File: config.mk
export PLATFORM = sky130hd
export DESIGN_NAME = mrd_ctrl_seq
export DESIGN_NICKNAME = d
export VERILOG_FILES = /design/src/rtl/mrd_pkg.sv /design/src/rtl/mrd_phase_watch.sv /design/src/rtl/mrd_ctrl_seq.sv
export SDC_FILE = /design/constraint.sdc
export NUM_CORES = 1
export LEC_CHECK = 0
export CAP_MARGIN = 20
export CORE_UTILIZATION = 48
export DETAILED_ROUTE_END_ITERATION = 8
export HOLD_SLACK_MARGIN = 0.06
export PLACE_DENSITY = 0.85
export SETUP_SLACK_MARGIN = 0.4
export SLEW_MARGIN = 0
export SYNTH_ARGS = -nofsm -noshare
export SYNTH_HDL_FRONTEND = slang
export SYNTH_SLANG_ARGS = --single-unit
File: constraint.sdc
create_clock -name clk -period 2.3 [get_ports clk]
set_input_delay 0.69 -clock clk [delete_from_list [all_inputs] [get_ports clk]]
set_output_delay 0.69 -clock clk [all_outputs]
set_load 0.03 [all_outputs]
File: src/rtl/mrd_pkg.sv
// mrd_pkg: shared state codes, stage limit and radix type for the mixed-radix DFT control sequencer.
package mrd_pkg;

    localparam int MAX_STAGES = 6;

    typedef enum logic [1:0] {
        SINK   = 2'b00,
        READ   = 2'b01,
        WRITE  = 2'b10,
        SOURCE = 2'b11
    } state_t;

    typedef logic [2:0] radix_t;

    // A zero stage count still needs one pass; oversized counts saturate at the table depth.
    function automatic logic [2:0] clamp_nstages(input logic [2:0] n, input int max_stages);
        return (n == 3'd0) ? 3'd1 : (int'(n) > max_stages) ? 3'(max_stages) : n;
    endfunction

endpackage

File: src/rtl/mrd_phase_watch.sv
// mrd_phase_watch: arm-then-complete detector on a phase busy flag, plus a per-phase watchdog.
module mrd_phase_watch #(
    parameter int W_TMO = 16
) (
    input  logic clk,
    input  logic rst_n,
    input  logic clear,
    input  logic flag,
    input  logic count,
    output logic fall,
    output logic expired
);

    logic             armed;
    logic [W_TMO-1:0] cnt;

    // A phase only completes once its flag has been seen high and then drops.
    assign fall    = armed && !flag;
    assign expired = &cnt;

    always_ff @(posedge clk or negedge rst_n) begin
        if (!rst_n) begin
            armed <= 1'b0;
            cnt   <= '0;
        end else if (clear) begin
            armed <= 1'b0;
            cnt   <= '0;
        end else begin
            armed <= armed || flag;
            cnt   <= count ? cnt + W_TMO'(1) : cnt;
        end
    end

endmodule

File: src/rtl/mrd_ctrl_seq.sv
// mrd_ctrl_seq: sequences SINK -> (READ -> WRITE) x nstages -> SOURCE for a mixed-radix DFT memory,
// latching the block configuration on sink_sop and aborting stuck phases via a watchdog.
module mrd_ctrl_seq #(
    parameter int MAX_STAGES = mrd_pkg::MAX_STAGES,
    parameter int W_PTS      = 12,
    parameter int W_TMO      = 16
) (
    input  logic                    clk,
    input  logic                    rst_n,
    input  logic                    sink_sop,
    input  logic [W_PTS-1:0]        sink_dftpts,
    input  logic                    sink_ongoing,
    input  logic                    rd_ongoing,
    input  logic                    wr_ongoing,
    input  logic                    source_ongoing,
    input  logic [2:0]              cfg_nstages,
    input  logic [MAX_STAGES*3-1:0] cfg_nf,
    output logic [1:0]              state,
    output logic [2:0]              current_stage,
    output logic [MAX_STAGES*3-1:0] nf,
    output logic [W_PTS-1:0]        dftpts,
    output logic                    done,
    output logic                    err_sop,
    output logic                    err_tmo
);

    import mrd_pkg::*;

    state_t     st;
    logic [2:0] nstages;
    logic       loaded;
    logic       sop_sink;
    logic       flag;
    logic       fall;
    logic       expired;
    logic       tmo;
    logic       clear;
    logic       last;

    assign state = st;

    // SINK ignores sink_ongoing until a block has been announced by sink_sop.
    always_comb begin
        sop_sink = sink_sop && st == SINK;
        flag     = (st == SINK)  ? sink_ongoing && loaded :
                   (st == READ)  ? rd_ongoing :
                   (st == WRITE) ? wr_ongoing : source_ongoing;
        tmo      = st != SINK && expired;
        clear    = sop_sink || tmo || fall;
        last     = {1'b0, current_stage} + 4'd1 >= {1'b0, nstages};
    end

    mrd_phase_watch #(
        .W_TMO(W_TMO)
    ) u_watch (
        .clk    (clk),
        .rst_n  (rst_n),
        .clear  (clear),
        .flag   (flag),
        .count  (st != SINK),
        .fall   (fall),
        .expired(expired)
    );

    always_ff @(posedge clk or negedge rst_n) begin
        if (!rst_n) begin
            st            <= SINK;
            current_stage <= '0;
            nf            <= '0;
            dftpts        <= '0;
            nstages       <= '0;
            loaded        <= 1'b0;
            done          <= 1'b0;
            err_sop       <= 1'b0;
            err_tmo       <= 1'b0;
        end else begin
            done <= 1'b0;
            if (sink_sop && st != SINK)
                err_sop <= 1'b1;
            // A new sop wins over a completing SINK phase: the block restarts on the new config.
            if (sop_sink) begin
                dftpts  <= sink_dftpts;
                nf      <= cfg_nf;
                nstages <= clamp_nstages(cfg_nstages, MAX_STAGES);
                loaded  <= 1'b1;
            end else if (tmo) begin
                err_tmo       <= 1'b1;
                st            <= SINK;
                current_stage <= '0;
                loaded        <= 1'b0;
            end else if (fall) begin
                case (st)
                    SINK: begin
                        st            <= READ;
                        current_stage <= '0;
                        loaded        <= 1'b0;
                    end
                    READ: st <= WRITE;
                    WRITE: begin
                        st            <= last ? SOURCE : READ;
                        current_stage <= last ? current_stage : current_stage + 3'd1;
                    end
                    SOURCE: begin
                        st            <= SINK;
                        current_stage <= '0;
                        done          <= 1'b1;
                    end
                endcase
            end
        end
    end

endmodule
==> results.ini <==
[status]
status = finished, final reports clean

[final_layout]
final_cell_mix = 55 x dfrtp_1, 38 x clkdlybuf4s50_1, 36 x dlygate4sd2_1
final_common_cell = dfrtp_1
final_cell_area_um2 = 4040
drive_gt1_share_pct = 30.7
stdcell_count = 408
nets = 382
antenna_cells = 0
syn_to_final_growth_pct = 45.6

[route]
vias = 2109
drtIter0Drc = 134
drc = 0
firstDrtPassIters = 5
routed_via_density = 5.17
ant_nets = 0
routed_wl_um = 6280
avgRoutedWirePerCell_um = 15.4

[synthesis]
synth_seq_cells = 59
synthFlopType = dfrtp_1
syn_avg_cell_area_um2 = 12.0
ys_types = 42
synth_cells = 232
async_flop_share_pct = 100
yosysSeqAreaShare_pct = 53.2
synth_edf_count = 0
syn_area_um2 = 2780
syn_nets = 282
ys_warn_count = 0

[placement]
dp_cells = 382
place.gp.congestion = 0.783
dp_hpwl_um = 4110
place_area_um2 = 3690
port_buffers = 77

[job]
cap_violations = 0

[timing]
clock_skew_ns = 0.00282
max-slew-margin-rel_pct = 66.7
tightest_slew_ns = 0.500
finalCriticalPeriod_ns = 2.00
whs_ns = 0.322
fin_crit_sh_pct = 86.9
maxSlewViolCount = 0
hold_violations = 0
rsz0062_at_grt = yes
max_freq_mhz = 501
setup_viol = 0
fin_setup_tns_ns = 0

[grt]
grt_pass1_wl_um = 9900
grt_pass1_vias = 2188
globalRouteMet3Util_pct = 5.47
use_met1_pct = 26.8
gr-usage-all-layers_pct = 21.3
grt_max_degree = 24
grt_most_used_layer = met2
overflow = 0
grtUsageMet2_pct = 33.4
antenna_found_initial = 0

[clock_network]
cts.htree.levels = 3
clock-sinks = 59
cts_tree = built
clock_latency_ns = 0.33
clkTransAtPathRegs_ns = 0.06
numCtsBuffers = 9
root_buffer = clkbuf_8
clock_path_buffers = 2
cts-hold-fix-buffers = 0

[critical_path]
cp_slowest_cell = dfrtp_1
worstSetupEndpoint = current_stage[2]
critPathArrivalTime_ns = 1.31
required_ns = 1.61
path_class = reg2out
slowest_delay_ns = 0.53
critPathCaptureType = primary output
worstPathCellList = clkdlybuf4s15_1
reg2reg_to = current_stage[0]
crit_path_start = current_stage[2]
cp_num_buf_inv = 1
r2r_setup_slack_ns = 0.30
crit_fanout = 4
reg2reg_depth = 9
worst_path_dominant_cell_family = flip-flops
startpoint_type = flop
r2r-start = current_stage[1]
worstSetupPathDepth = 1

[floorplanning]
die_x_um = 78.1
core_um2 = 5540
fp-row-count = 27
io_pins = 78
dieArea_um2 = 6090
die_h_um = 78.1
start_util_pct = 50.1

[power]
ir_drop_mv = 0.802
p_per_area_nw_per_um2 = 1310
p_leak_nw = 1.81

[hold_path]
worstHoldPathType = in2async

[state kept, by name, indices dropped and copies added (netlist names)]
signal / cells
done: 1
nstages: 3
loaded: 1
nf: 18
dftpts: 12
state: 2
err_tmo: 1
current_stage: 3
u_watch.cnt: 16
u_watch.armed: 1
err_sop: 1
[area by class of cell]
| class | instances | area [um^2] |
|---|---|---|
| repair buffers | 95 | 858 |
| multi-input cells | 156 | 1370 |
| flip-flops and latches | 59 | 1480 |
| clock inverters | 2 | 35.0 |
| fillers | 390 | 1500 |
| inverters | 11 | 43.8 |
| clock buffers | 13 | 159 |
| well taps | 72 | 90.1 |
[logic make-up (layout without fill, tap and decap cells)]
family / Yosys count / in the layout / share of synthesized area [%]
AND/OR/NAND/NOR: 77 / 78 / 16.3
XOR/XNOR: 14 / 14 / 4.42
adder cells (fa/ha/maj): 11 / 11 / 4.87
multiplexers: 32 / 32 / 12.9
AO/OA/AOI/OAI: 21 / 21 / 5.36
buffers and inverters: 18 / 121 / 2.97
flip-flops: 59 / 59 / 53.2
[worst min-delay path by stage]
stage | slack, ns | cells after the start | startpoint | to
after detailed placement | 0.46 | 1 | err_tmo | err_tmo
after CTS | 0.33 | 1 | rst_n | nf[4]
final | 0.32 | 1 | rst_n | dftpts[9]
after global placement | 0.44 | 1 | err_sop | err_sop
after floorplan | 0.39 | 0 | rst_n | current_stage[0]
after global routing | 0.36 | 1 | rst_n | nf[0]
[report_power, final]
part	switching [W]	leakage [nW]	internal (W)
combinational	0.00156	0.979	0.00113
sequential	0.000249	0.727	0.00142
clock	0.000379	0.0995	0.000553
[cells in the mapped netlist (5+ instances only)]
cell / count / area [um^2]
dfrtp_1: 59 / 1480
mux2_2: 31 / 349
nand2_1: 20 / 75.1
nor2_1: 12 / 45.0
inv_1: 11 / 41.3
nor2_2: 11 / 68.8
xor2_1: 11 / 96.3
ha_1: 10 / 125
nand3_1: 9 / 45.0
buf_2: 6 / 30.0
o21ai_0: 5 / 25.0
[per-layer routing]
metal,vias up,part of all wire (%)
li1,1006,-
met1,1021,43
met2,72,49
met3,10,5.7
met4,0,2.2
met5,-,0
[through the flow]
step / setup WS, ns / util [%] / total power (W)
2_1_floorplan: 0.394 / - / 0.00335
3_5_place_dp: 0.135 / 66.7 / 0.00430
5_1_grt: 0.265 / 72.9 / 0.00560
6_report: 0.302 / 72.9 / 0.00530
3_3_place_gp: 0.169 / 66.7 / 0.00423
4_1_cts: 0.352 / 70.4 / 0.00510
[what timing repair did]
item                       4_1_cts  5_1_grt
pin swaps                        4        9
setup endpoints to repair       55       54
gates resized for setup         42       19
gates cloned                     0        1
buffers inserted                 4        6
Power figures use the tool's default switching activity.
